`src/rtl/divider.sv`:
```
// divider: multi-cycle RV32M DIV/DIVU/REM/REMU unit.
// Radix-2 restoring iteration on operand magnitudes with sign fix-up afterwards.
// Divide-by-zero and signed overflow skip the iteration and complete in one step.
//
// Ports:
//   i_clk    clock, rising edge
//   i_rst    synchronous active-high reset
//   i_valid  request valid, accepted when i_valid && o_ready && !i_kill
//   o_ready  unit idle and able to accept
//   i_op     funct3[1:0]: 00 DIV, 01 DIVU, 10 REM, 11 REMU
//   i_A      dividend
//   i_B      divisor
//   i_kill   abort the in-flight operation
//   o_valid  one-cycle result pulse
//   o_out    result, held until the next completion
module divider (
  input  logic        i_clk,
  input  logic        i_rst,
  input  logic        i_valid,
  output logic        o_ready,
  input  logic [1:0]  i_op,
  input  logic [31:0] i_A,
  input  logic [31:0] i_B,
  input  logic        i_kill,
  output logic        o_valid,
  output logic [31:0] o_out
);

  typedef enum logic [1:0] {StIdle, StCalc, StFix, StDone} state_e;

  state_e      state_q, state_d;
  logic        is_rem_q, is_rem_d;
  logic        neg_quo_q, neg_quo_d;
  logic        neg_rem_q, neg_rem_d;
  logic [31:0] dvd_q, dvd_d;
  logic [31:0] dvs_q, dvs_d;
  logic [31:0] rem_q, rem_d;
  logic [4:0]  cnt_q, cnt_d;
  logic        valid_q, valid_d;
  logic [31:0] out_q, out_d;

  logic        signed_op;
  logic [31:0] a_mag, b_mag;
  logic        b_zero, ovf;
  logic [32:0] trial;
  logic        trial_ge;
  logic [31:0] trial_diff;

  assign signed_op = ~i_op[0];
  assign a_mag     = (signed_op && i_A[31]) ? (32'd0 - i_A) : i_A;
  assign b_mag     = (signed_op && i_B[31]) ? (32'd0 - i_B) : i_B;
  assign b_zero    = (i_B == 32'd0);
  assign ovf       = signed_op && (i_A == 32'h8000_0000) && (i_B == 32'hFFFF_FFFF);

  // 33-bit trial: the shifted remainder can exceed 32 bits when the divisor is large.
  assign trial      = {rem_q, dvd_q[31]};
  assign trial_ge   = (trial >= {1'b0, dvs_q});
  // Only used when trial >= divisor, so the true difference is below 2^32.
  assign trial_diff = trial[31:0] - dvs_q;

  assign o_ready = (state_q == StIdle) && !i_rst;
  assign o_valid = valid_q;
  assign o_out   = out_q;

  always_comb begin
    state_d   = state_q;
    is_rem_d  = is_rem_q;
    neg_quo_d = neg_quo_q;
    neg_rem_d = neg_rem_q;
    dvd_d     = dvd_q;
    dvs_d     = dvs_q;
    rem_d     = rem_q;
    cnt_d     = cnt_q;
    valid_d   = 1'b0;
    out_d     = out_q;

    unique case (state_q)
      StIdle: begin
        if (i_valid && !i_kill) begin
          if (b_zero) begin
            out_d   = i_op[1] ? i_A : 32'hFFFF_FFFF;
            state_d = StDone;
          end else if (ovf) begin
            out_d   = i_op[1] ? 32'd0 : 32'h8000_0000;
            state_d = StDone;
          end else begin
            is_rem_d  = i_op[1];
            neg_quo_d = signed_op & (i_A[31] ^ i_B[31]);
            neg_rem_d = signed_op & i_A[31];
            dvd_d     = a_mag;
            dvs_d     = b_mag;
            rem_d     = 32'd0;
            cnt_d     = 5'd0;
            state_d   = StCalc;
          end
        end
      end
      StCalc: begin
        if (i_kill) begin
          state_d = StIdle;
        end else begin
          // Quotient bits shift into dvd as the dividend bits shift out.
          rem_d = trial_ge ? trial_diff : trial[31:0];
          dvd_d = {dvd_q[30:0], trial_ge};
          cnt_d = cnt_q + 5'd1;
          if (cnt_q == 5'd31) begin
            state_d = StFix;
          end
        end
      end
      StFix: begin
        if (i_kill) begin
          state_d = StIdle;
        end else begin
          if (is_rem_q) begin
            out_d = neg_rem_q ? (32'd0 - rem_q) : rem_q;
          end else begin
            out_d = neg_quo_q ? (32'd0 - dvd_q) : dvd_q;
          end
          state_d = StDone;
        end
      end
      StDone: begin
        // First DONE cycle raises the registered pulse; the second retires it.
        valid_d = ~valid_q;
        if (valid_q) begin
          state_d = StIdle;
        end
      end
      default: state_d = StIdle;
    endcase
  end

  always_ff @(posedge i_clk) begin
    if (i_rst) begin
      state_q   <= StIdle;
      is_rem_q  <= 1'b0;
      neg_quo_q <= 1'b0;
      neg_rem_q <= 1'b0;
      dvd_q     <= 32'd0;
      dvs_q     <= 32'd0;
      rem_q     <= 32'd0;
      cnt_q     <= 5'd0;
      valid_q   <= 1'b0;
      out_q     <= 32'd0;
    end else begin
      state_q   <= state_d;
      is_rem_q  <= is_rem_d;
      neg_quo_q <= neg_quo_d;
      neg_rem_q <= neg_rem_d;
      dvd_q     <= dvd_d;
      dvs_q     <= dvs_d;
      rem_q     <= rem_d;
      cnt_q     <= cnt_d;
      valid_q   <= valid_d;
      out_q     <= out_d;
    end
  end

endmodule
```
`config.mk`:
```
export PLATFORM = sky130hd
export DESIGN_NAME = divider
export DESIGN_NICKNAME = d
export VERILOG_FILES = /design/src/rtl/divider.sv
export SDC_FILE = /design/constraint.sdc
export NUM_CORES = 1
export LEC_CHECK = 0
export BUFFER_PORTS_ARGS = -buffer_cell sky130_fd_sc_hd__buf_2
export CORE_MARGIN = 2
export CORE_UTILIZATION = 55
export DETAILED_ROUTE_END_ITERATION = 16
export MAX_ROUTING_LAYER = met4
export PLACE_DENSITY = 0.79
export SLEW_MARGIN = 20
export SYNTH_ARGS = -nofsm -noshare
export SYNTH_HDL_FRONTEND = slang
export SYNTH_SLANG_ARGS = --single-unit
```
`constraint.sdc`:
```
create_clock -name i_clk -period 3 [get_ports i_clk]
set_input_delay 0.6 -clock i_clk [delete_from_list [all_inputs] [get_ports i_clk]]
set_output_delay 0.6 -clock i_clk [all_outputs]
set_load 0.02 [all_outputs]
```
======== Word-level counts from Yosys, hierarchy flattened ========
Cells that the tools add are included.
operators by class
  bitwise operators ....................... 8
  divide/modulo/power cells ............... 0
  $mul .................................... 0
  eq/ne operators ......................... 14
  shifts and indexed selects .............. 0
  reduce and logical (&&, ||, !) cells .... 17
  add/sub/neg operators ................... 6
  multiplexer cells ....................... 36
  order comparisons ....................... 1
operator list
  cell                     count
  $mux W32                 20
  $pmux W32 S2             3
  $sub A1 B32 Y32 const A  4
  $eq A32 B32 Y1 const B   2
  $ge A33 B32 Y1           1
  $logic_not A32 Y1        1
  $sub A32 B32 Y32         1
  $mux W5                  4
  $mux W2                  7
  $ne A2 B2 Y1 const B     5
  $pmux W5 S2              1
  $pmux W2 S4              1
  $reduce_and A4 Y1        2
  $logic_and A1 B1 Y1      6
  $ne A3 B3 Y1 const B     2
  $add A5 B1 Y5 const B    1
  $eq A5 B5 Y1 const B     1
  $not A1 Y1               5
  $reduce_and A5 Y1        1
  $eq A2 B2 Y1 const B     2
  $reduce_bool A2 Y1       2
  $reduce_and A3 Y1        1
  $and A1 B1 Y1            2
  $eq A2 B1 Y1 const B     1
  5 further kinds          6
word-level totals
  memories kept ........................... 0
  output and inout bits ................... 34
  logic and storage cells ................. 92
  input port bits ......................... 70
  memory bits (writable) .................. 0
  latch bits .............................. 0
  memory bits (read-only) ................. 0
  bits in registers ....................... 139

======== Logic depth before layout (Yosys ltp) ========
  depth in word-level cells ............... 7
  mapped depth ............................ 12
  mapped depth without buffers ............ 12

======== Worst setup path after synthesis ========
No wires, ideal clock.
  path kind ............................... input to register
  start ................................... input i_A[4]
  end ..................................... register out_q[19], in the netlist o_out[19]
  arrival time ............................ 3.097 ns
  path slack .............................. -0.156 ns
  stages .................................. 10
  buffers on the path ..................... 2
  data required time ...................... 2.941 ns
  library setup time ...................... 0.059 ns
  path through ............................ or4_4 or3_4 nand2b_4 or3_1 o21a_2 o21a_1 buf_6 a211oi_2 buf_4 a22o_1
between the ends
  cells in the longest elaborated chain, start to end .. 5
RTL lines
  element                             RTL line  source
  start, declared                     22        input logic [31:0] i_A,
  $eq A32 B32 Y1                      53        assign ovf = signed_op && (i_A == 32'h8000_0000) && (i_B == 32'hFFFF_FFFF);
  $logic_and A1 B1 Y1 (2 in series)   53
  $ne A3 B3 Y1 (no source line)       n/a
  $reduce_and A4 Y1 (no source line)  n/a
  end signal, assigned                156       out_q <= out_d;
  end, declared                       40        logic [31:0] out_q, out_d;
Every way passes these cells.
A chain may end at the register's enable or synchronous reset.

======== Final worst setup path ========
  start ................................... register dvd_q[16]
  end ..................................... register out_q[30], in the netlist o_out[30]
between the ends
  cells in the longest elaborated chain, start to end .. 5
RTL lines
  element                 RTL line  source
  start, declared         35        logic [31:0] dvd_q, dvd_d;
  start signal, assigned  151       dvd_q <= dvd_d;
  $sub A1 B32 Y32         118       out_d = neg_quo_q ? (32'd0 - dvd_q) : dvd_q;
  $mux W32                118
  $mux W32                115       if (is_rem_q) begin
  $mux W32                112       if (i_kill) begin
  $pmux W32 S2            77        unique case (state_q)
Every way passes these cells. The select of a mux whose other input is x is not followed.

==> summary.md <==
| Metric | Value |
|---|---|
| Status | `finished clean` |
| Final Net Count | `1,669` |
| Layout cells sized above 1 | `approximately a fifth` |
| IO Count | `roughly 100` |
| Clk pin slew, worst setup/hold paths | `0.06 ns` |
| Core footprint | `approximately 19,000 um^2` |
| Yosys warnings | `0` |
| Cell variety after synth | `79` |
| Final Max Slew Viols | `0` |
| Setup crit end kind | `flip-flop` |
| Vias per cell | `6.20` |
| Vias in the first global route | `10,500` |
| TNS Setup | `0 ns` |
| Top cells by count, synth | `dfxtp_1, nand2_1, nor2_1` |
| Register area | `2780 um^2` |
| Fill count | `1,584` |
| DP Cell Count | `1,774` |
| Fmax | `roughly 340 MHz` |
| Max_cap viols | `0` |
| Tightest Pin Transition | `roughly 0.97 ns` |
| Share of the synthesized area in the top cell type | `26.3%` |
| Final period utilization | `98.6%` |
| Setup violators final | `0` |
| Worst IR Drop VDD | `0.000285 V` |
| TritonCTS clock tree | `built` |
| Post-synthesis sequential area ratio | `26.3%` |
| Drt wl/cell | `18.1 um` |
| Pwr dens | `about 420 nW/um^2` |
| Antenna cells | `0` |
| Final hold violation count | `0` |
| Hold Path End | `o_out[7]` |
| Hold Crit Depth | `2` |
| Die height | `143 um` |
| Critical path launch point type | `flip-flop` |
| CTS Root Cell | `clkbuf_16` |
| Post-synth EDFFs | `0` |
| Hold_buf cts | `0` |
| Initial Utilization | `a little under three fifths` |
| Detail Route Antenna Nets | `0` |
| Skew final | `0.00907 ns` |
| Crit path DAT | `3.29 ns` |
| Number of I/O port buffers | `103` |
| Power Total | `approximately 5.3 mW` |
| Post-synth ARST share | `0%` |
| H-tree depth | `4` |
| Grt total ovfl | `0` |
| HPWL after DPL | `~25,000 um` |
| Pleak | `5.15 nW` |
| Reg-to-Reg Start | `dvd_q[16]` |
| Mapped Cells | `approximately 1,400` |
| Total track usage | `33.1%` |
| Top FF cell, synth | `dfxtp_1` |
| Vias | `between 10,000 and 15,000` |
| Die area | `just over 20,000 um^2` |
| Largest net degree at the start of global routing | `66` |
| Count leader, synth | `dfxtp_1` |
| Mean post-synth cell area | `7.61 um^2` |
| Crit path time final | `2.96 ns` |
| WHS | `between 0.4 and 0.5 ns` |
| Antenna violations before repair | `0` |
| RR Endpoint | `o_out[30]` |
| Synthesized flop and latch total | `approximately 140` |
| Post-route insts no fill | `1,806` |
| Syn_nets | `1,499` |
| Worst skew pair latency | `~0.44 ns` |
| Area growth syn-to-layout | `21.2%` |
| Clock Path Buffers | `2` |
| Leading area contributor after synthesis | `dfxtp_1` |
| DRT Pass-1 Iters | `6` |
| Worst min path class | `flip-flop to flip-flop` |
| Crit Path Class | `flip-flop to flip-flop` |
| CP Data Required Time | `between 3 and 4 ns` |
| Footprint of the multi-input gates | `7270 um^2` |
| RD Place Congestion | `0.986` |
| Clock Sinks | `139` |
| R2R cell count | `8` |
| Row cnt | `50` |
| Largest cells by area after synthesis | `dfxtp_1, xnor2_1, xor2_1` |
| Total wire length | `32,700 um` |
| Num CTS Buffers | `17` |
| Start point of the worst hold path | `o_out[7]` |
| RSZ-0062 raised after global routing | `yes` |
| Reg-to-reg slack, setup | `0.04 ns` |
| CP max FO | `3` |
| Postcts setup bufs | `0` |
| Initial DRC Count | `~1,200` |
| Post-Syn Area | `10,600 um^2` |
| Drc violations | `0` |
| Rel. slew slack | `a little over a third` |
| First-pass GRT wire length | `52,300 um` |
| Die boundary width | `143 um` |
## layout make-up
| cell class | instances | area share [%] |
|---|---|---|
| repair buffers | 246 | 13.0 |
| clock buffers | 18 | 3.43 |
| multi-input cells | 1101 | 56.8 |
| well taps | 234 | 2.29 |
| inverters | 54 | 1.58 |
| flip-flops and latches | 139 | 21.7 |
| clock inverters | 14 | 1.15 |
## logic make-up (layout without fill, tap and decap cells)
family	Yosys count	in the layout	share of synthesized area [%]
simple gates	446	446	20.5
flops	139	139	26.3
compound gates	442	442	28.1
fa+ha+maj	40	40	4.81
buf+inv	149	332	5.58
xor+xnor	143	143	11.9
mux	30	30	2.85
## worst max-delay path by stage
stage,from,end,slack (ns),cells past startpoint
after CTS,dvd_q[16],o_out[30],0.05,8
final,dvd_q[16],o_out[30],0.04,8
after global placement,i_A[4],o_out[29],-0.25,10
after floorplan,i_A[4],o_out[8],-0.05,10
after global routing,dvd_q[16],o_out[30],-0.04,8
after detailed placement,i_A[4],o_out[31],-0.29,10
## per-stage QoR
stage          cell area [um^2]  util [%]  worst slack (ns)
2_1_floorplan             10700         -           -0.0522
3_3_place_gp              12200      64.9            -0.246
3_5_place_dp              12200      64.9            -0.286
4_1_cts                   12800      68.1            0.0525
5_1_grt                   12800      68.2           -0.0401
6_report                  12800      68.2            0.0411
## state kept, by name, summed over array words and instances (netlist names)
signal and count:
o_valid 1, state_q 2, dvd_q 32, o_out 32, dvs_q 32, cnt_q 5
is_rem_q 1, neg_rem_q 1, neg_quo_q 1, rem_q 32
## metal layers
layer  vias up  global-route usage [%]  routed length [um]  share of wire (%)
met5         -                       -                   0                  0
met4         0                    15.6                1190                3.6
met3       105                    4.63                2330                7.1
met2       541                    51.8               15000                 46
met1      5144                    42.3               14200                 43
li1       5415                       -                   -                  -
## placed cells by master (no fill, tap or decap), types with 7 or more instances in the layout
cell type,n
buf_4,138
nor4_1,14
nand2_1,135
o22ai_1,14
a21oi_1,104
or3_1,21
a211oi_1,49
a32oi_1,7
clkbuf_16,17
inv_1,54
mux2i_1,29
nor2_1,128
nor2b_1,11
a311oi_1,10
and3_1,7
nand3_1,14
o21ai_0,55
o21ai_1,37
a222oi_1,7
o31ai_1,29
a31oi_1,9
o211ai_1,30
o41ai_1,14
nand2b_1,21
nor3_1,30
or4_1,10
dfxtp_1,138
ha_1,39
xnor2_1,80
a21o_1,11
xor2_1,63
a22o_1,13
buf_2,102
nand4_1,17
## worst max-delay path, stage by stage (launching register included)
cell and delay, ns:
dfxtp_2 0.32, or4_4 0.55, or4_4 0.44, or4_4 0.44
or3_4 0.37, o41ai_4 0.25, xnor2_1 0.15, nand2_1 0.07
a32o_1 0.26
## report_power, final
group          total [mW]  internal, mW  switching (mW)  leakage, nW
logic                1.25         0.529           0.716         3.75
clock network        2.12          1.24           0.876        0.274
registers            1.98          1.91          0.0668         1.13
## what timing repair did
| action | in CTS | in global routing |
|---|---|---|
| pin swaps | 1 | 0 |
| endpoints found under the setup margin | 2 | 23 |
| resized for setup | 1 | 8 |
No activity file was read; power rests on OpenSTA's default activity.
